<file path="src/rtl/fifo_stream_reader_if.sv">
// rtl/fifo_stream_reader_if.sv - FIFO pop port and output stream bundle for fifo_stream_reader
interface fifo_stream_reader_if #(
  parameter int WORD_LENGTH = 8
);
  logic                   fifo_rd_en;
  logic                   fifo_empty;
  logic [WORD_LENGTH-1:0] fifo_data;
  logic                   m_valid;
  logic                   m_ready;
  logic [WORD_LENGTH-1:0] m_data;

  modport master (
    output fifo_rd_en,
    input  fifo_empty,
    input  fifo_data,
    output m_valid,
    input  m_ready,
    output m_data
  );

  modport slave (
    input  fifo_rd_en,
    output fifo_empty,
    output fifo_data,
    input  m_valid,
    output m_ready,
    input  m_data
  );
endinterface

</file>
<file path="src/rtl/fifo_stream_reader.sv">
// rtl/fifo_stream_reader.sv - drains a one-cycle-latency FIFO pop port into a valid/ready stream
module fifo_stream_reader #(
  parameter int WORD_LENGTH = 8,
  parameter int CNT_WIDTH   = 16
) (
  input  logic                 clk,
  input  logic                 reset,
  fifo_stream_reader_if.master io_bus,
  input  logic                 i_flush,
  output logic [CNT_WIDTH-1:0] o_words_sent,
  output logic                 o_idle
);

  logic [WORD_LENGTH-1:0] r_head;
  logic [WORD_LENGTH-1:0] r_tail;
  logic [1:0]             r_occ;
  logic                   r_inflight;
  logic [CNT_WIDTH-1:0]   r_words_sent;

  logic       w_hs;
  logic       w_rd_en;
  logic [2:0] w_committed;

  assign io_bus.m_valid = (r_occ != 2'd0) && !i_flush;
  assign io_bus.m_data  = r_head;
  assign w_hs           = io_bus.m_valid && io_bus.m_ready;

  // Slots already owed to buffered or in-flight words, net of the word leaving this cycle
  assign w_committed = {1'b0, r_occ} + {2'b00, r_inflight} - {2'b00, w_hs};
  assign w_rd_en     = !io_bus.fifo_empty && !i_flush && !reset && (w_committed < 3'd2);

  assign io_bus.fifo_rd_en = w_rd_en;
  assign o_words_sent      = r_words_sent;
  assign o_idle            = (r_occ == 2'd0) && !r_inflight && io_bus.fifo_empty;

  always_ff @(posedge clk) begin
    if (reset) begin
      r_head       <= '0;
      r_tail       <= '0;
      r_occ        <= 2'd0;
      r_inflight   <= 1'b0;
      r_words_sent <= '0;
    end else if (i_flush) begin
      r_occ      <= 2'd0;
      r_inflight <= 1'b0;
    end else begin
      r_inflight <= w_rd_en;
      if (w_hs) begin
        r_words_sent <= r_words_sent + {{(CNT_WIDTH-1){1'b0}}, 1'b1};
      end
      // Arriving word always lands behind whatever survives this cycle's handshake
      case ({r_inflight, w_hs})
        2'b11: begin
          if (r_occ == 2'd1) begin
            r_head <= io_bus.fifo_data;
          end else begin
            r_head <= r_tail;
            r_tail <= io_bus.fifo_data;
          end
        end
        2'b01: begin
          r_head <= r_tail;
          r_occ  <= r_occ - 2'd1;
        end
        2'b10: begin
          if (r_occ == 2'd0) begin
            r_head <= io_bus.fifo_data;
          end else begin
            r_tail <= io_bus.fifo_data;
          end
          r_occ <= r_occ + 2'd1;
        end
        default: begin
        end
      endcase
    end
  end

endmodule

</file>
<file path="src/flat_wrapper.sv">
// flat-port wrapper written by rule: the top's interface ports become plain ports
module fifo_stream_reader_flat 
#(
  parameter int WORD_LENGTH = 8,
  parameter int CNT_WIDTH   = 16
)
  (clk, reset, i_flush, o_words_sent, o_idle, io_bus_fifo_rd_en, io_bus_fifo_empty, io_bus_fifo_data, io_bus_m_valid, io_bus_m_ready, io_bus_m_data);
  fifo_stream_reader_if #(.WORD_LENGTH(WORD_LENGTH)) io_bus_i ();
  input  logic clk;
  input  logic reset;
  input  logic i_flush;
  output logic [CNT_WIDTH-1:0] o_words_sent;
  output logic o_idle;
  output wire logic [$bits(io_bus_i.fifo_rd_en)-1:0] io_bus_fifo_rd_en;
  input wire logic [$bits(io_bus_i.fifo_empty)-1:0] io_bus_fifo_empty;
  input wire logic [$bits(io_bus_i.fifo_data)-1:0] io_bus_fifo_data;
  output wire logic [$bits(io_bus_i.m_valid)-1:0] io_bus_m_valid;
  input wire logic [$bits(io_bus_i.m_ready)-1:0] io_bus_m_ready;
  output wire logic [$bits(io_bus_i.m_data)-1:0] io_bus_m_data;
  assign io_bus_fifo_rd_en = io_bus_i.fifo_rd_en;
  assign io_bus_i.fifo_empty = io_bus_fifo_empty;
  assign io_bus_i.fifo_data = io_bus_fifo_data;
  assign io_bus_m_valid = io_bus_i.m_valid;
  assign io_bus_i.m_ready = io_bus_m_ready;
  assign io_bus_m_data = io_bus_i.m_data;
  fifo_stream_reader #(.WORD_LENGTH(WORD_LENGTH), .CNT_WIDTH(CNT_WIDTH)) u_core (.clk(clk), .reset(reset), .io_bus(io_bus_i), .i_flush(i_flush), .o_words_sent(o_words_sent), .o_idle(o_idle));
endmodule
</file>
<file path="config.mk">
export PLATFORM = sky130hd
export DESIGN_NAME = fifo_stream_reader_flat
export DESIGN_NICKNAME = d
export VERILOG_FILES = /design/src/rtl/fifo_stream_reader_if.sv /design/src/rtl/fifo_stream_reader.sv /design/src/flat_wrapper.sv
export SDC_FILE = /design/constraint.sdc
export NUM_CORES = 1
export LEC_CHECK = 0
export ABC_AREA = 1
export CAP_MARGIN = 15
export CORE_ASPECT_RATIO = 1.4
export CORE_MARGIN = 2
export CORE_UTILIZATION = 50
export CTS_BUF_LIST = sky130_fd_sc_hd__clkbuf_2 sky130_fd_sc_hd__clkbuf_4 sky130_fd_sc_hd__clkbuf_8
export DETAILED_ROUTE_END_ITERATION = 6
export PLACE_DENSITY = 0.78
export SETUP_SLACK_MARGIN = 0.02
export SLEW_MARGIN = 25
export SYNTH_ARGS = -nofsm -noshare
export SYNTH_HDL_FRONTEND = slang
export SYNTH_SLANG_ARGS = --single-unit
</file>
<file path="constraint.sdc">
create_clock -name clk -period 3.4 [get_ports clk]
set_input_delay 0.85 -clock clk [delete_from_list [all_inputs] [get_ports clk]]
set_output_delay 0.85 -clock clk [all_outputs]
set_load 0.01 [all_outputs]
</file>
# Yosys cells after proc, flatten, opt, wreduce, memory -nomap -nowiden
# Cells that the tools add are included.
[op_classes]
add_sub_neg = 5
magnitude_cmp = 1
eq_ne = 7
mux = 7
bitwise = 1
reduce_logical = 20
[op_table]
columns = ["cell", "count"]
rows = [
  ["8-bit two-way mux", 4],
  ["8-bit one-hot mux with 3 select lines", 1],
  ["16-bit by 1-bit adder with 16-bit output (second input constant)", 1],
  ["8-bit one-hot mux with 2 select lines", 1],
  ["1-bit logical AND", 7],
  ["2-bit nonzero test", 3],
  ["2-bit by 1-bit equality test with 1-bit output (second input constant)", 2],
  ["2-bit equality test (second input constant)", 2],
  ["1-bit zero test", 4],
  ["2-bit inequality test (second input constant)", 2],
  ["2-bit one-hot mux with 2 select lines", 1],
  ["4-bit AND reduction", 1],
  ["2-bit by 1-bit adder with 3-bit output", 1],
  ["3-bit by 2-bit < comparator with 1-bit output (second input constant)", 1],
  ["3-bit AND reduction", 1],
  ["3-bit nonzero test", 1],
  ["3-bit by 1-bit subtractor with 3-bit output", 1],
  ["2-bit by 1-bit adder with 2-bit output (second input constant)", 1],
  ["2-bit zero test", 1],
  ["2-bit by 1-bit inequality test with 1-bit output (second input constant)", 1],
  ["2-bit AND reduction", 1],
  ["2-bit OR reduction", 1],
  ["2-bit by 1-bit subtractor with 2-bit output (second input constant)", 1],
  ["1-bit inverter", 1],
]
[totals]
ff_bits = 35
input_bits = 13
out_inout_bits = 27
wordCells = 46

# Depth between registers and ports, before layout
# Gate-level depths: netlist (run 1).
[logic_depth]
word_depth = 6
depth_mapped = 11

# Worst setup path after synthesis (run 1)
# No wires, ideal clock.
[synth_timing]
path_kind = "in2out"
startpoint = "in i_flush"
endpoint = "out io_bus_fifo_rd_en"
arrival_time_ps = 2570
t_required_ps = 2550
setup_slack_ps = -20
path_stages = 8
path_cell_list = "inv_2 nand2_2 nor2_4 ha_1 or2_2 fa_1 o211ai_1 a211oi_1"
[synth_via]
elab_chain_cells = 6
word_cells_on_any_way = 8
[synth_rtl]
columns = ["element", "line", "source"]
rows = [
  ["start, declared", "flat_wrapper.sv:11", "input logic i_flush;"],
  ["1-bit zero test (*)", "fifo_stream_reader.sv:24, fifo_stream_reader.sv:30", ""],
  ["1-bit logical AND", "fifo_stream_reader.sv:24", "assign io_bus.m_valid = (r_occ != 2'd0) && !i_flush;"],
  ["1-bit logical AND", "fifo_stream_reader.sv:26", "assign w_hs = io_bus.m_valid && io_bus.m_ready;"],
  ["3-bit by 1-bit subtractor with 3-bit output", "fifo_stream_reader.sv:29", "assign w_committed = {1'b0, r_occ} + {2'b00, r_inflight} - {2'b00, w_hs};"],
  ["3-bit by 2-bit < comparator with 1-bit output", "fifo_stream_reader.sv:30", "assign w_rd_en = !io_bus.fifo_empty && !i_flush && !reset && (w_committed < 3'd2);"],
  ["1-bit logical AND (*)", "fifo_stream_reader.sv:30", ""],
  ["end, declared", "flat_wrapper.sv:14", "output wire logic [$bits(io_bus_i.fifo_rd_en)-1:0] io_bus_fifo_rd_en;"],
]
# Mark *: on every way between the ends. The rest lies on a longest branch, timed or not.

# Worst setup path after layout (run 1)
# Same ends and word-level chain as after synthesis.

==> summary.md, run 1 <==
| Metric | Value |
|---|---|
| TritonCTS clock tree | yes |
| Post-Syn Instances | 282 |
| Arr. time, crit path | 2530 ps |
| Final net count | around 370 |
| Worst-path clk slew | 70 ps |
| CP max stage cell | buf_2 |
| # fillers | about 300 |
| Fmax | just under 0.3 GHz |
| Final hold vios | 0 |
| Io pins | 40 |
| Largest net degree at the start of global routing | 19 |
| Gr usage total | a little under a quarter |
| Critical path data required time | about 2600 ps |
| Register area | 701 um^2 |
| Die Wd | 56.6 um |
| Min Tclk post-route | 3380 ps |
| Most repeated library cell on the critical path | buf_4 |
| Chip height | 77.6 um |
| Routed Antenna Nets | 0 |
| Placed instance area | around 2400 um^2 |
| Cell Chain, Critical Path | buf_8 -> inv_6 -> buf_4 -> buf_4 -> buf_4 -> buf_4 -> buf_4 -> buf_4 -> buf_4 -> buf_4 -> buf_4 -> buf_4 -> buf_4 -> nand2_4 -> a211oi_2 -> buf_2 |
| Total CTS buffers | 5 |
| DP HPWL | 3.35 mm |
| Worst Max-Slew Pin Slew | 486 ps |
| Final Core Density | about 72% |
| Gpl congestion | 0.834 |
| Max-cap violation count | 0 |
| Post-Synth Adder-Cell Area | 6.21% |
| H-tree levels | 2 |
| Yosys cell types | 27 |
| Crit end category | primary output |
| Post-synthesis simple-gate area fraction | about two fifths |
| Placeable Area | 3680 um^2 |
| Period utilization | 99.4% |
| Final Instance Area | 2660 um^2 |
| Worst path max stage delay | 150 ps |
| Slew Limit Fails | 0 |
| Bufs on Longest Clock Path | 2 |
| Fraction of synthesized area in multiplexers | 0% |
| CP startpoint kind | primary input |
| DR iter-0 viols | 83 |
| WL final | 4.90 mm |
| Power, Total | 0.844 mW |
| Status | completed |
| Largest family of logic cells by synthesized area | simple AND/OR/NAND/NOR gates |
| Syn Nets | between 300 and 400 |
| Peak VDD IR | 0.323 mV |
| Worst setup margin | 18.7 ps |
| Worst Setup Slack post-DPL | -838 ps |
| Ant diodes | 0 |
| Clock Latency Late Sink | 290 ps |
| Grt total ovfl | 0 |
| Reg2reg path depth | 12 |
| First-pass GRT wire length | 8.29 mm |
| Compound-Gate Fraction of Synth Area | 9.96% |
| Mean Syn Cell Area | 6.86 um^2 |
| Worst hold path type | reg -> reg |
| Share of post-route cells with drive strength above 1 | 17.3% |
| CTS Sinks | 35 |
| Leak | 1.03 nW |
| DR vias/cell | 5.25 |
| Seq/Total Area, Yosys | 36.2% |
| Synthesis-to-layout area growth | 37.3% |
| RSZ-0062 raised after global routing | yes |
| Worst-case clock skew | 8.40 ps |
| Routed vias | approximately 2000 |
| Synthesis-stage register bit count | 35 |
| Crit path from | i_flush |
| Area of the multi-input gates | 1140 um^2 |
| DR WL/cell | 12.6 um |
| Synth Cell Area | 1930 um^2 |
| Yosys warnings | 0 |
| Port buffer count | 39 |
| Initial antenna violation count | 0 |
| # rows | 26 |
| P per Cell Area | approximately 320 nW/um^2 |
| Slew HR | roughly 68% |
| Crit Path Class | in -> out |
| Root Driver | clkbuf_8 |
| Max FO, Critical Path | 3 |
| Setup slack, reg-to-reg | between 1000 and 1500 ps |
| Final routed DRC violation total | 0 |
| Total die area | 4390 um^2 |
| Starting Density | 52.6% |
| CP Capture Point | io_bus_fifo_rd_en |
| RR Endpoint | u_core.io_bus.m_data[1]$_SDFFE_PP0P_ |
| XOR/XNOR share of the synthesized area | less than 1% |
| Pre-antenna DRT Iters | 4 |
| Vias in the first global route | approximately 1900 |
| Final setup fails | 0 |
| FF-to-FF Start | u_core.r_occ[0]$_SDFFE_PP0N_ |
## power by group
part / internal [mW] / switching, mW / total, mW
clock network: 0.151 / 0.152 / 0.303
logic: 0.0578 / 0.0620 / 0.120
registers: 0.416 / 0.00499 / 0.421
## synth_stat cells
cell type | n | area, um^2
a211oi_1 | 2 | 15.0
a21oi_1 | 17 | 85.1
buf_2 | 5 | 25.0
clkbuf_1 | 2 | 7.51
dfxtp_1 | 35 | 701
fa_1 | 1 | 20.0
ha_1 | 8 | 100
inv_1 | 23 | 86.3
inv_2 | 3 | 11.3
nand2_1 | 72 | 270
nand2_2 | 2 | 12.5
nand3_1 | 29 | 145
nand3_2 | 4 | 40.0
nand3b_1 | 1 | 7.51
nand4_1 | 4 | 25.0
nand4_2 | 1 | 12.5
nor2_1 | 42 | 158
nor2_2 | 3 | 18.8
nor2_4 | 3 | 33.8
nor3_1 | 3 | 15.0
nor3_4 | 1 | 16.3
nor3b_2 | 1 | 12.5
o211ai_1 | 1 | 7.51
o21ai_0 | 14 | 70.1
o21bai_1 | 2 | 15.0
or2_2 | 1 | 6.26
xnor2_1 | 2 | 17.5
## critical path: cells and delay by family
family / cells / cell delay [ps]
simple gates: 1 / 60
buf+inv: 14 / 1580
compound gates: 1 / 40
## how the worst min path moves through the flow
| stage | start | endpoint | slack (ps) | cells after the start |
|---|---|---|---|---|
| 3_3_place_gp | u_core.io_bus.m_data[0]$_SDFFE_PP0P_ | u_core.io_bus.m_data[0]$_SDFFE_PP0P_ | 460 | 2 |
| 5_1_grt | u_core.io_bus.m_data[4]$_SDFFE_PP0P_ | u_core.io_bus.m_data[4]$_SDFFE_PP0P_ | 500 | 2 |
| 4_1_cts | u_core.io_bus.m_data[2]$_SDFFE_PP0P_ | u_core.io_bus.m_data[2]$_SDFFE_PP0P_ | 470 | 2 |
| 2_1_floorplan | u_core.r_occ[0]$_SDFFE_PP0N_ | u_core.r_occ[0]$_SDFFE_PP0N_ | 460 | 2 |
| 3_5_place_dp | u_core.io_bus.m_data[2]$_SDFFE_PP0P_ | u_core.io_bus.m_data[2]$_SDFFE_PP0P_ | 460 | 2 |
| 6_report | u_core.io_bus.m_data[7]$_SDFFE_PP0P_ | u_core.io_bus.m_data[7]$_SDFFE_PP0P_ | 470 | 2 |
## per-layer routing
metal  share of wire (%)  track usage, %
met1                  40            27.9
met2                  52            41.3
met3                 5.7            4.83
met4                 2.2            11.0
met5                   0               0
## area by class of cell
class,instances,area share (%)
clock inverter,2,0.471
clock buffer,6,2.87
multi-input combinational,214,42.9
sequential,35,26.4
timing repair buffer,64,21.6
inverter,26,3.86
tap,42,1.98
## layout by cell type (no fill, tap or decap), drive strengths merged, types with 4 or more instances in the layout
cell type	netlist	layout
a21oi	17	17
buf	5	28
clkbuf	2	6
clkdlybuf4s50	0	36
dfxtp	35	35
ha	8	8
inv	26	26
nand2	74	74
nand3	33	33
nand4	5	5
nor2	48	48
nor3	4	4
o21ai	14	14
## cells by family after synthesis
group / Yosys count
adders and majority gates: 9
and+or+nand+nor: 167
AOI/OAI and AO/OA: 36
xor gates and xnor gates: 2
buffers and inverters: 33
DFF: 35
## registers in the layout (all words and copies together), names as in the netlist
register / count
u_core.r_occ: 2
u_core.o_words_sent: 16
u_core.r_tail: 8
u_core.r_inflight: 1
u_core.io_bus.m_data: 8
## what timing repair did
item                       in CTS  in global routing
setup buffers                  12                  1
hold buffers                    0                  0
setup endpoints to repair       1                  1
resized for setup              15                  8
pin swaps                       6                  5
## per-stage QoR
stage | hold WS [ps] | setup TNS (ps) | instances
3_5_place_dp | 459 | -838 | 368
2_1_floorplan | 457 | 0 | 282
4_1_cts | 472 | -97.6 | 388
5_1_grt | 499 | -60.5 | 389
6_report | 471 | 0 | 389
3_3_place_gp | 457 | -777 | 368
No activity file was read; power rests on OpenSTA's default activity.
==> run 2, diff against run 1 <==
--- a/config.mk
+++ b/config.mk
@@ -9,10 +9,10 @@
 export CAP_MARGIN = 15
 export CORE_ASPECT_RATIO = 1.4
 export CORE_MARGIN = 2
-export CORE_UTILIZATION = 50
+export CORE_UTILIZATION = 53
 export CTS_BUF_LIST = sky130_fd_sc_hd__clkbuf_2 sky130_fd_sc_hd__clkbuf_4 sky130_fd_sc_hd__clkbuf_8
 export DETAILED_ROUTE_END_ITERATION = 6
-export PLACE_DENSITY = 0.78
+export PLACE_DENSITY = 0.82
 export SETUP_SLACK_MARGIN = 0.02
 export SLEW_MARGIN = 25
 export SYNTH_ARGS = -nofsm -noshare
==> constraint.sdc (replaced) <==
create_clock -name clk -period 3.4 [get_ports clk]
set_input_delay 0.85 -clock clk [delete_from_list [all_inputs] [get_ports clk]]
set_output_delay 0.85 -clock clk [all_outputs]
set_load 0.05 [all_outputs]
==> run 2 against run 1 <==
  * The run now ends with setup timing left
  * Register-to-register slack worse by 70 ps
  * Final cell count down 3.3%
  * Die area down 5.3%
  * Critical path type unchanged
  * First-iteration DRC count down 3.6%
  * Core utilization up 0.57 points
  * Total power up 5.4%
  * Count of clock-buffer cells in the layout up 2
  * Global-route usage up 1.9 points
==> summary.md, run 2 (synthesis results as in run 1) <==
| Metric | Value |
|---|---|
| RSZ-0062 raised after global routing | yes (unchanged) |
| Worst setup margin | -135 ps (was 18.7 ps) |
| Worst Setup Slack post-DPL | -579 ps (was -838 ps) |
| WL final | 4.98 mm (was 4.90 mm) |
| # fillers | 282 (was 302) |
| DR WL/cell | 13.3 um (was 12.6 um) |
| Gr usage total | 25.8% (was 23.9%) |
| Largest net degree at the start of global routing | 19 (unchanged) |
| Peak VDD IR | 0.321 mV (was 0.323 mV) |
| Slew HR | 64.8% (was 67.6%) |
| Final hold vios | 0 (unchanged) |
| Period utilization | 104% (was 99.4%) |
| Worst path max stage delay | 520 ps (was 150 ps) |
| DR vias/cell | 5.37 (was 5.25) |
| Arr. time, crit path | 2680 ps (was 2530 ps) |
| CP startpoint kind | primary input (unchanged) |
| Failing checks | setup timing |
| Leak | 0.984 nW (was 1.03 nW) |
| Setup_tns | -135 ps (was 0 ps) |
| Final setup fails | 1 (was 0) |
| Critical path's top delay family | adder cells (was buffers and inverters) |
| Worst-path clk slew | 70 ps (about the same) |
| Io pins | 40 (unchanged) |
| P per Cell Area | 342 nW/um^2 (was 318 nW/um^2) |
| Max reg flops | 16 (unchanged) |
| Worst hold path type | reg -> reg (unchanged) |
| Final Instance Area | 2610 um^2 (was 2660 um^2) |
| Most common cell after layout, fill and taps aside | nand2_1 (unchanged) |
| Worst-case clock skew | 4.58 ps (was 8.40 ps) |
| Bufs on Longest Clock Path | 2 (unchanged) |
| Grt total ovfl | 0 (unchanged) |
| Final net count | 355 (was 368) |
| Crit Path Class | in -> out (unchanged) |
| Worst Path Buf+Inv | 3 (was 14) |
| Status | complete, but fails checks (was completed) |
| Worst Max-Slew Pin Slew | 527 ps (was 486 ps) |
| Ant diodes | 0 (unchanged) |
| Critical path data required time | 2550 ps (about the same) |
| Cell Chain, Critical Path | buf_8 -> inv_4 -> nand2_4 -> nor2_4 -> ha_4 -> or2_4 -> fa_1 -> o211ai_1 -> a211oi_4 -> buf_12 (was buf_8 -> inv_6 -> buf_4 -> buf_4 -> buf_4 -> buf_4 -> buf_4 -> buf_4 -> buf_4 -> buf_4 -> buf_4 -> buf_4 -> buf_4 -> nand2_4 -> a211oi_2 -> buf_2) |
| Starting Density | 54.1% (was 52.6%) |
| Share of post-route cells with drive strength above 1 | 15.6% (was 17.3%) |
| Synthesis-to-layout area growth | 34.7% (was 37.3%) |
| Max-cap violation count | 0 (unchanged) |
| Power, Total | 0.890 mW (was 0.844 mW) |
| H-tree levels | 2 (unchanged) |
| Port buffer count | 39 (unchanged) |
| Max FO, Critical Path | 2 (was 3) |
| Final routed DRC violation total | 0 (unchanged) |
| # rows | 26 (unchanged) |
| Die Wd | 55.1 um (was 56.6 um) |
| Gpl congestion | 0.822 (was 0.834) |
| DP HPWL | 3.42 mm (was 3.35 mm) |
| TritonCTS clock tree | yes (unchanged) |
| DR iter-0 viols | 80 (was 83) |
| Pre-antenna DRT Iters | 5 (was 4) |
| Placed instance area | 2470 um^2 (was 2440 um^2) |
| Total CTS buffers | 5 (unchanged) |
| Setup slack, reg-to-reg | 990 ps (was 1060 ps) |
| Initial antenna violation count | 0 (unchanged) |
| Slew Limit Fails | 0 (unchanged) |
| Fmax | 0.283 GHz (was 0.296 GHz) |
| Final Hold Slack | 471 ps (about the same) |
| Register area | 703 um^2 (was 701 um^2) |
| Area of the multi-input gates | 1150 um^2 (was 1140 um^2) |
| Total die area | 4160 um^2 (was 4390 um^2) |
| Placeable Area | 3580 um^2 (was 3680 um^2) |
| Clock Latency Late Sink | 290 ps (about the same) |
| Most frequent cells in the layout | 72 x nand2_1, 42 x nor2_1, 34 x clkdlybuf4s50_1, 33 x dfxtp_1, 29 x nand3_1 (was 71 x nand2_1, 42 x nor2_1, 36 x clkdlybuf4s50_1, 35 x dfxtp_1, 29 x nand3_1) |
| Root Driver | clkbuf_8 (unchanged) |
| Routed vias | 2020 (was 2043) |
| Chip height | 75.5 um (was 77.6 um) |
| Crit end category | primary output (unchanged) |
| CP max stage cell | fa_1 (was buf_2) |
| Routed Antenna Nets | 0 (unchanged) |
| Min Tclk post-route | 3530 ps (was 3380 ps) |
| CTS Sinks | 35 (unchanged) |
| First-pass GRT wire length | 7.78 mm (was 8.29 mm) |
| Vias in the first global route | 1870 (was 1897) |
-- run 2: cell count changes in the layout (fill, tap and decap cells not counted), sizes merged --
cell           change
clkinv             -1
buf               -11
clkbuf             +2
clkdlybuf4s50      -2
clkinvlp           -1
-- run 2: area by class of cell --
class | count | share of cell area (%)
clock buffers | 8 | 3.98
inverters | 26 | 3.84
well taps | 42 | 2.02
multi-input cells | 214 | 44.1
repair buffers | 51 | 19.1
flip-flops and latches | 35 | 27.0
-- run 2: power by group --
part | total (mW) | leakage [nW] | internal [mW] | switching (mW)
Combinational | 0.125 | 0.646 | 0.0523 | 0.0727
Clock | 0.344 | 0.0549 | 0.193 | 0.151
Sequential | 0.422 | 0.284 | 0.417 | 0.00520
Total | 0.890 | 0.984 | 0.662 | 0.229
-- run 2: what timing repair did --
item	in CTS	in global routing
gates cloned	0	0
setup buffers	1	0
pin swaps	6	0
resized for setup	14	4
hold buffers	0	0
setup endpoints to repair	1	1
-- run 2: worst register-to-register path: cells and delay by family, from the launching register on --
family,cells,cell delay [ps]
simple gates,3,410
buf+inv,3,320
flops,1,340
fa+ha+maj,3,890
compound gates,2,340
-- run 2: path summary, 6_finish.rpt --
| kind | startpoint | to | cells after the start |
|---|---|---|---|
| setup / recovery | i_flush | io_bus_fifo_rd_en | 10 |
| hold / removal | u_core.io_bus.m_data[6]$_SDFFE_PP0P_ | u_core.io_bus.m_data[6]$_SDFFE_PP0P_ | 2 |
| setup reg to reg | u_core.r_occ[0]$_SDFFE_PP0N_ | u_core.r_inflight$_SDFF_PP0_ | 11 |
| hold reg to reg | u_core.io_bus.m_data[6]$_SDFFE_PP0P_ | u_core.io_bus.m_data[6]$_SDFFE_PP0P_ | 2 |
-- run 2: per-layer routing --
metal | up-vias | track usage [%] | routed length, um
met5 | - | 0 | 0
met4 | 0 | 7.86 | 59
met3 | 9 | 6.47 | 254
met2 | 65 | 47.0 | 2680
met1 | 938 | 28.7 | 1980
li1 | 1008 | - | -
-- run 2: per-stage QoR --
stage,utilization (%),instances
floorplan,-,282
global placement,69.0,367
detailed placement,69.0,367
CTS,72.4,376
global route,72.8,376
finish,72.8,376
